File: src/rtl/ex_mem_reg_pkg.sv
`default_nettype none
// ============================================================================
// Module   : ex_mem_reg_pkg
// Purpose  : Shared types for the EX/MEM pipeline register: word/register/
//            opcode types, writeback-source encoding, memory-handshake FSM
//            state codes and the packed bundle of latched EX/MEM fields.
// Ports    : none (package)
// Revision : 1.0 - initial release
// ============================================================================
package ex_mem_reg_pkg;

  typedef logic [31:0] word_t;
  typedef logic [4:0]  regbits_t;
  typedef logic [5:0]  opcode_t;

  localparam opcode_t OP_RTYPE = 6'h00;
  localparam opcode_t OP_LUI   = 6'h0F;
  localparam opcode_t OP_LW    = 6'h23;
  localparam opcode_t OP_SW    = 6'h2B;
  localparam opcode_t OP_HALT  = 6'h3F;

  typedef enum logic [1:0] {
    RS_ALU = 2'd0,
    RS_MEM = 2'd1,
    RS_LUI = 2'd2,
    RS_NPC = 2'd3
  } em_regsrc_t;

  // Memory-handshake FSM state codes
  localparam logic [1:0] ST_IDLE = 2'd0;
  localparam logic [1:0] ST_WAIT = 2'd1;
  localparam logic [1:0] ST_DONE = 2'd2;

  // Everything latched by the register, so a bubble is a single assignment.
  typedef struct packed {
    logic       wen;
    regbits_t   wsel;
    word_t      aluout;
    word_t      rdat2;
    word_t      luiout;
    opcode_t    opcode;
    word_t      npc;
    logic       memren;
    logic       memwen;
    em_regsrc_t regsrc;
    logic       halt;
  } ex_mem_t;

  // All-zero bundle except the PC, which restarts at the reset vector.
  function automatic ex_mem_t em_bubble(input word_t reset_pc);
    ex_mem_t b;
    b     = '0;
    b.npc = reset_pc;
    return b;
  endfunction

endpackage
`default_nettype wire

File: src/rtl/ex_mem_reg.sv
`default_nettype none
// ============================================================================
// Module   : ex_mem_reg
// Purpose  : EX/MEM pipeline register. Latches execute-stage results, feeds
//            the forwarding unit and MEM/WB, and owns the data-memory request
//            handshake (IDLE/WAIT/DONE) including the upstream stall.
// Ports    : CLK, nRST          - clock, asynchronous active-low reset
//            en, flush          - pipeline advance / bubble insertion
//            ex_*               - execute-stage results to capture
//            dhit               - data memory completed this cycle
//            em_*               - latched fields to forwarding / MEM/WB
//            dmemREN/WEN/store  - data memory request (address = em_aluout)
//            mem_stall          - freeze upstream while a request is open
// Revision : 1.0 - initial release
// ============================================================================
module ex_mem_reg
  import ex_mem_reg_pkg::*;
#(
  parameter word_t RESET_PC = 32'h0000_0000
) (
  input  logic        CLK,
  input  logic        nRST,
  input  logic        en,
  input  logic        flush,
  input  logic        ex_wen,
  input  logic [4:0]  ex_wsel,
  input  logic [31:0] ex_aluout,
  input  logic [31:0] ex_rdat2,
  input  logic [31:0] ex_luiout,
  input  logic [5:0]  ex_opcode,
  input  logic [31:0] ex_npc,
  input  logic        ex_memren,
  input  logic        ex_memwen,
  input  logic [1:0]  ex_regsrc,
  input  logic        ex_halt,
  input  logic        dhit,
  output logic        em_wen,
  output logic [4:0]  em_wsel,
  output logic [31:0] em_aluout,
  output logic [31:0] em_luiout,
  output logic [5:0]  em_opcode,
  output logic [31:0] em_npc,
  output logic [1:0]  em_regsrc,
  output logic        em_halt,
  output logic        dmemREN,
  output logic        dmemWEN,
  output logic [31:0] dmemstore,
  output logic        mem_stall
);

  ex_mem_t    r_em;
  logic [1:0] r_state;

  ex_mem_t    w_cap;
  ex_mem_t    w_em_next;
  logic [1:0] w_state_next;
  logic       w_load;
  logic       w_wait;

  assign w_wait = (r_state == ST_WAIT);

  // Combinational on dhit so the pipeline advances in the completion cycle.
  assign mem_stall = w_wait & ~dhit;
  assign w_load    = en & ~mem_stall;

  always_comb begin
    // Once halted, only bubbles enter; the halt flag itself is sticky.
    w_cap = em_bubble(RESET_PC);
    if (r_em.halt) begin
      w_cap.halt = 1'b1;
    end else begin
      w_cap.wen    = ex_wen;
      w_cap.wsel   = ex_wsel;
      w_cap.aluout = ex_aluout;
      w_cap.rdat2  = ex_rdat2;
      w_cap.luiout = ex_luiout;
      w_cap.opcode = ex_opcode;
      w_cap.npc    = ex_npc;
      w_cap.memren = ex_memren;
      w_cap.memwen = ex_memwen;
      w_cap.regsrc = em_regsrc_t'(ex_regsrc);
      w_cap.halt   = ex_halt;
    end

    w_em_next    = r_em;
    w_state_next = r_state;
    if (flush) begin
      // Bubble beats en and a pending dhit; halt survives until reset.
      w_em_next      = em_bubble(RESET_PC);
      w_em_next.halt = r_em.halt;
      w_state_next   = ST_IDLE;
    end else if (w_load) begin
      // Any load retires the current op (in WAIT only possible with dhit),
      // so the next state depends solely on the newly captured instruction.
      // This covers IDLE->WAIT, DONE->WAIT and WAIT->WAIT without a gap.
      w_em_next    = w_cap;
      w_state_next = (w_cap.memren | w_cap.memwen) ? ST_WAIT : ST_IDLE;
    end else if (w_wait && dhit) begin
      // Done but downstream frozen: park in DONE so no repeat request.
      w_state_next = ST_DONE;
    end
  end

  always_ff @(posedge CLK or negedge nRST) begin
    if (!nRST) begin
      r_em    <= em_bubble(RESET_PC);
      r_state <= ST_IDLE;
    end else begin
      r_em    <= w_em_next;
      r_state <= w_state_next;
    end
  end

  // $0 is never reported as written.
  assign em_wen    = r_em.wen & (r_em.wsel != 5'd0);
  assign em_wsel   = r_em.wsel;
  assign em_aluout = r_em.aluout;
  assign em_luiout = r_em.luiout;
  assign em_opcode = r_em.opcode;
  assign em_npc    = r_em.npc;
  assign em_regsrc = r_em.regsrc;
  assign em_halt   = r_em.halt;
  assign dmemstore = r_em.rdat2;
  assign dmemREN   = w_wait & r_em.memren;
  assign dmemWEN   = w_wait & r_em.memwen;

endmodule
`default_nettype wire

File: config.mk
export PLATFORM = sky130hd
export DESIGN_NAME = ex_mem_reg
export DESIGN_NICKNAME = d
export VERILOG_FILES = /design/src/rtl/ex_mem_reg_pkg.sv /design/src/rtl/ex_mem_reg.sv
export SDC_FILE = /design/constraint.sdc
export NUM_CORES = 1
export LEC_CHECK = 0
export CORE_ASPECT_RATIO = 0.9
export CORE_MARGIN = 2
export CORE_UTILIZATION = 41
export DETAILED_ROUTE_END_ITERATION = 12
export PLACE_DENSITY = 0.76
export SYNTH_ARGS = -nofsm -noshare
export SYNTH_HDL_FRONTEND = slang
export SYNTH_SLANG_ARGS = --single-unit
File: constraint.sdc
create_clock -name CLK -period 2.05 [get_ports CLK]
set_input_delay 0.5125 -clock CLK [delete_from_list [all_inputs] [get_ports CLK]]
set_output_delay 0.5125 -clock CLK [all_outputs]
set_load 0.01 [all_outputs]
==> impl_results.rst <==
.. list-table::
   :header-rows: 1

   * - Metric
     - Value
   * - Pwr/cell area
     - between 700 and 800 nW/um^2
   * - Most used flip-flop cell after synthesis
     - sky130_fd_sc_hd__dfrtp_1
   * - Detailed-route wire length
     - ~16 mm
   * - Worst R2R Path Depth
     - 5
   * - CTS H-tree depth
     - 4
   * - Final hold violations
     - 0
   * - Ordered list of cells on the worst path
     - or4_1 > o21a_1 > buf_6
   * - Final Max Tran Viols
     - 0
   * - Setup Crit Path Kind
     - register to output port
   * - Total of fill cells in the finished design
     - between 1000 and 1500
   * - Number of nets produced by synthesis
     - about 630
   * - Most area-consuming cells after synthesis
     - sky130_fd_sc_hd__dfrtp_1 (58%), sky130_fd_sc_hd__a22o_1 (20%), sky130_fd_sc_hd__buf_4 (18%)
   * - Clock tree root driver cell
     - sky130_fd_sc_hd__clkbuf_16
   * - Clk_lat worst skew
     - 0.41 ns
   * - Crit path time final
     - approximately 2.1 ns
   * - Delay of the slowest cell on the worst path
     - 0.52 ns
   * - Max-cap violations
     - 0
   * - Final-report setup violation count
     - 1
   * - Status
     - finished, violations left
   * - Die outline height
     - 122 um
   * - CP Max Fanout
     - 2
   * - Clock skew after layout
     - roughly 0.0074 ns
   * - # port buffers
     - 295
   * - Violations in the final reports
     - negative setup slack
   * - Setup slack after layout
     - -0.0736 ns
   * - Post-synth top area cell
     - sky130_fd_sc_hd__dfrtp_1
   * - Routability cong.
     - 0.806
   * - Endpoint required time on the critical path
     - around 1.5 ns
   * - Clock edge transition at the registers on the reported setup and hold paths
     - 0.06 ns
   * - Slew margin rel.
     - roughly 48%
   * - Via count of the first global-routing pass
     - around 4400
   * - Worst-case vdd ir drop
     - between 0.5 and 0.6 mV
   * - Critical Path Sink Type
     - output port
   * - Antenna Nets Post-Route
     - 0
   * - Starting density of the core
     - a little over 40%
   * - Number of distinct standard cells referenced by the synthesized netlist
     - 20
   * - Synthesized area
     - ~6300 sq um
   * - Number of cells produced by synthesis
     - around 480
   * - Worst slack at placement
     - -0.427 ns
   * - TritonCTS sink count
     - ~150
   * - Syn Area/Cell
     - roughly 13 sq um
   * - Total of flip-flops plus latches after synthesis
     - 147
   * - Unrepaired setup endpoints after global routing
     - yes
   * - Final design area excluding fillers
     - slightly above 9000 sq um
   * - Dpl cells
     - between 800 and 900
   * - Via count
     - between 4000 and 5000
   * - Diode count
     - 0
   * - Pin count of the biggest net entering global routing
     - 44
   * - Detailed Place HPWL
     - around 11 mm
   * - I/O Pins
     - between 200 and 300
   * - Portion of synthesized cell area occupied by the leading cell type
     - between 50% and 60%
   * - Share of cells above drive strength 1
     - approximately a tenth
   * - Number of buffers on the longest clock path
     - 2
   * - Share of the cycle needed by the critical path after routing
     - 104%
   * - Per-cell routed wire length
     - between 15 and 20 um
   * - Cell leakage power
     - between 0.004 and 0.005 uW
   * - Crit-path slowest cell
     - sky130_fd_sc_hd__or4_1
   * - Pin slew with the least headroom to its limit
     - 0.779 ns
   * - DRC violation total after the first TritonRoute iteration
     - approximately 200
   * - Endpoint arrival time on the critical path
     - 1.61 ns
   * - DRC violations left
     - 0
   * - Power after layout
     - around 6600 uW
   * - Total number of yosys warnings
     - 0
   * - HP Class
     - input pin to asynchronous set/reset pin
   * - Number of buffers added to fix hold violations after cts
     - 0
   * - DIE AREA
     - about 16000 sq um
   * - Growth of design area from synthesis to finish
     - 46.6%
   * - Fraction of synthesis flops using an asynchronous set or reset pin
     - 100%
   * - Most frequent cell after synthesis
     - sky130_fd_sc_hd__buf_4
   * - Total gr overflow
     - 0
   * - Placed inst area
     - 8630 sq um
   * - Number of rows in the core area
     - 43
   * - Count of flip-flops with a built-in enable after synthesis
     - 0
   * - First-pass GRT wire length
     - about 24 mm
   * - Total Routing Usage GR
     - 19.1%
   * - Vias per inst
     - between 4 and 5
   * - Post-layout nets
     - 799
   * - TritonCTS clock tree
     - built
   * - Overall die width
     - around 130 um
   * - CTS Buf Count
     - 17
   * - DRT Pass-1 Iters
     - 4
   * - Commonest cells in the synthesized netlist
     - sky130_fd_sc_hd__buf_4 (148), sky130_fd_sc_hd__dfrtp_1 (147), sky130_fd_sc_hd__a22o_1 (144)
   * - Antenna violations before repair
     - 0
   * - CP startpoint kind
     - register
   * - Highest clock frequency the design can meet
     - about 470 MHz
   * - Floorplan Core Area
     - roughly 15000 sq um
   * - Post-synthesis sequential area ratio
     - 58.3%
   * - Number of standard cells in the final layout excluding fillers
     - 862
## timing repair
| action | CTS | global route |
|---|---|---|
| gates resized for setup | 12 | 1 |
| pin swaps | 1 | 0 |
| buffers inserted | 0 | 1 |
| setup endpoints to repair | 4 | 1 |
## cells by family after synthesis
logic type,Yosys count,synth area share [%]
buffers and inverters,174,20.0
flip-flops,147,58.3
AO/OA/AOI/OAI,149,20.6
multiplexers,1,0.159
AND/OR/NAND/NOR,7,0.991
## registers in the layout, summed over array words and instances, names as in the netlist
signal	flops
dmemstore	32
em_aluout	32
em_halt	1
em_luiout	32
em_npc	32
em_opcode	6
em_regsrc	2
em_wsel	5
r_em	3
r_state	2
## layout by cell type, fill, tap and decap left out, types with 2 or more instances in the layout
| master | Yosys | layout |
|---|---|---|
| sky130_fd_sc_hd__clkdlybuf4s50_1 | 0 | 288 |
| sky130_fd_sc_hd__dfrtp_1 | 147 | 147 |
| sky130_fd_sc_hd__a22o_1 | 144 | 144 |
| sky130_fd_sc_hd__buf_4 | 148 | 18 |
| sky130_fd_sc_hd__clkbuf_16 | 0 | 17 |
| sky130_fd_sc_hd__buf_12 | 0 | 11 |
| sky130_fd_sc_hd__clkinv_2 | 0 | 4 |
| sky130_fd_sc_hd__bufinv_16 | 0 | 4 |
| sky130_fd_sc_hd__dlygate4sd2_1 | 0 | 3 |
| sky130_fd_sc_hd__and3b_1 | 2 | 2 |
| sky130_fd_sc_hd__clkbuf_8 | 0 | 2 |
| sky130_fd_sc_hd__clkinv_4 | 0 | 2 |
| sky130_fd_sc_hd__buf_6 | 6 | 2 |
## report_power, final
group	internal [uW]	switching, uW	leakage [uW]	total, uW
sequential	2900	1.49	0.00205	2910
combinational	306	175	0.00181	482
clock	2080	1140	0.000305	3220
## final cells by class
type                    instances  area [sq um]  area share [%]
clock buffers                  20           457            4.93
clock inverters                10           158            1.70
repair buffers                324          3310            35.8
multi-input cells             157          1390            15.0
inverters                       2          10.0           0.108
well taps                     202           253            2.73
flip-flops and latches        147          3680            39.7
## routing by layer
metal	share of wire, %	vias up	track usage (%)
li1	-	1934	-
met5	0	-	0
met4	1.6	0	7.17
met1	44	2112	25.2
met3	9.1	20	6.37
met2	46	207	29.3
## through the flow
step	TNS (ns)	util [%]	hold slack (ns)
final	-0.0736	60.8	0.0246
after global routing	-0.133	60.8	0.0407
after CTS	-0.0969	60.7	0.0229
after detailed placement	-50.26	56.7	0.466
after global placement	-45.88	56.7	0.458
after floorplan	0	-	0.217
## worst max-delay path: cells and delay by family, from the launching register on
| kind | cells | cell delay, ns |
|---|---|---|
| and+or+nand+nor | 1 | 0.52 |
| DFF | 1 | 0.38 |
| AOI/OAI and AO/OA | 1 | 0.19 |
| buffers and inverters | 1 | 0.12 |
## path summary, 6_finish.rpt
kind	from	slack, ns	endpoint
hold / removal	nRST	0.02	em_luiout[28]$_DFFE_PN0P_
hold reg to reg	dmemstore[15]$_DFFE_PN0P_	0.49	dmemstore[15]$_DFFE_PN0P_
min in group CLK	dmemstore[15]$_DFFE_PN0P_	0.49	dmemstore[15]$_DFFE_PN0P_
max in group asynchronous	nRST	1.45	em_npc[16]$_DFFE_PN0P_
setup / recovery	em_wsel[0]$_DFFE_PN0P_	-0.07	em_wen
setup reg to reg	r_state[0]$_DFFE_PN0P_	0.17	dmemstore[7]$_DFFE_PN0P_
Power figures use the tool's default switching activity.
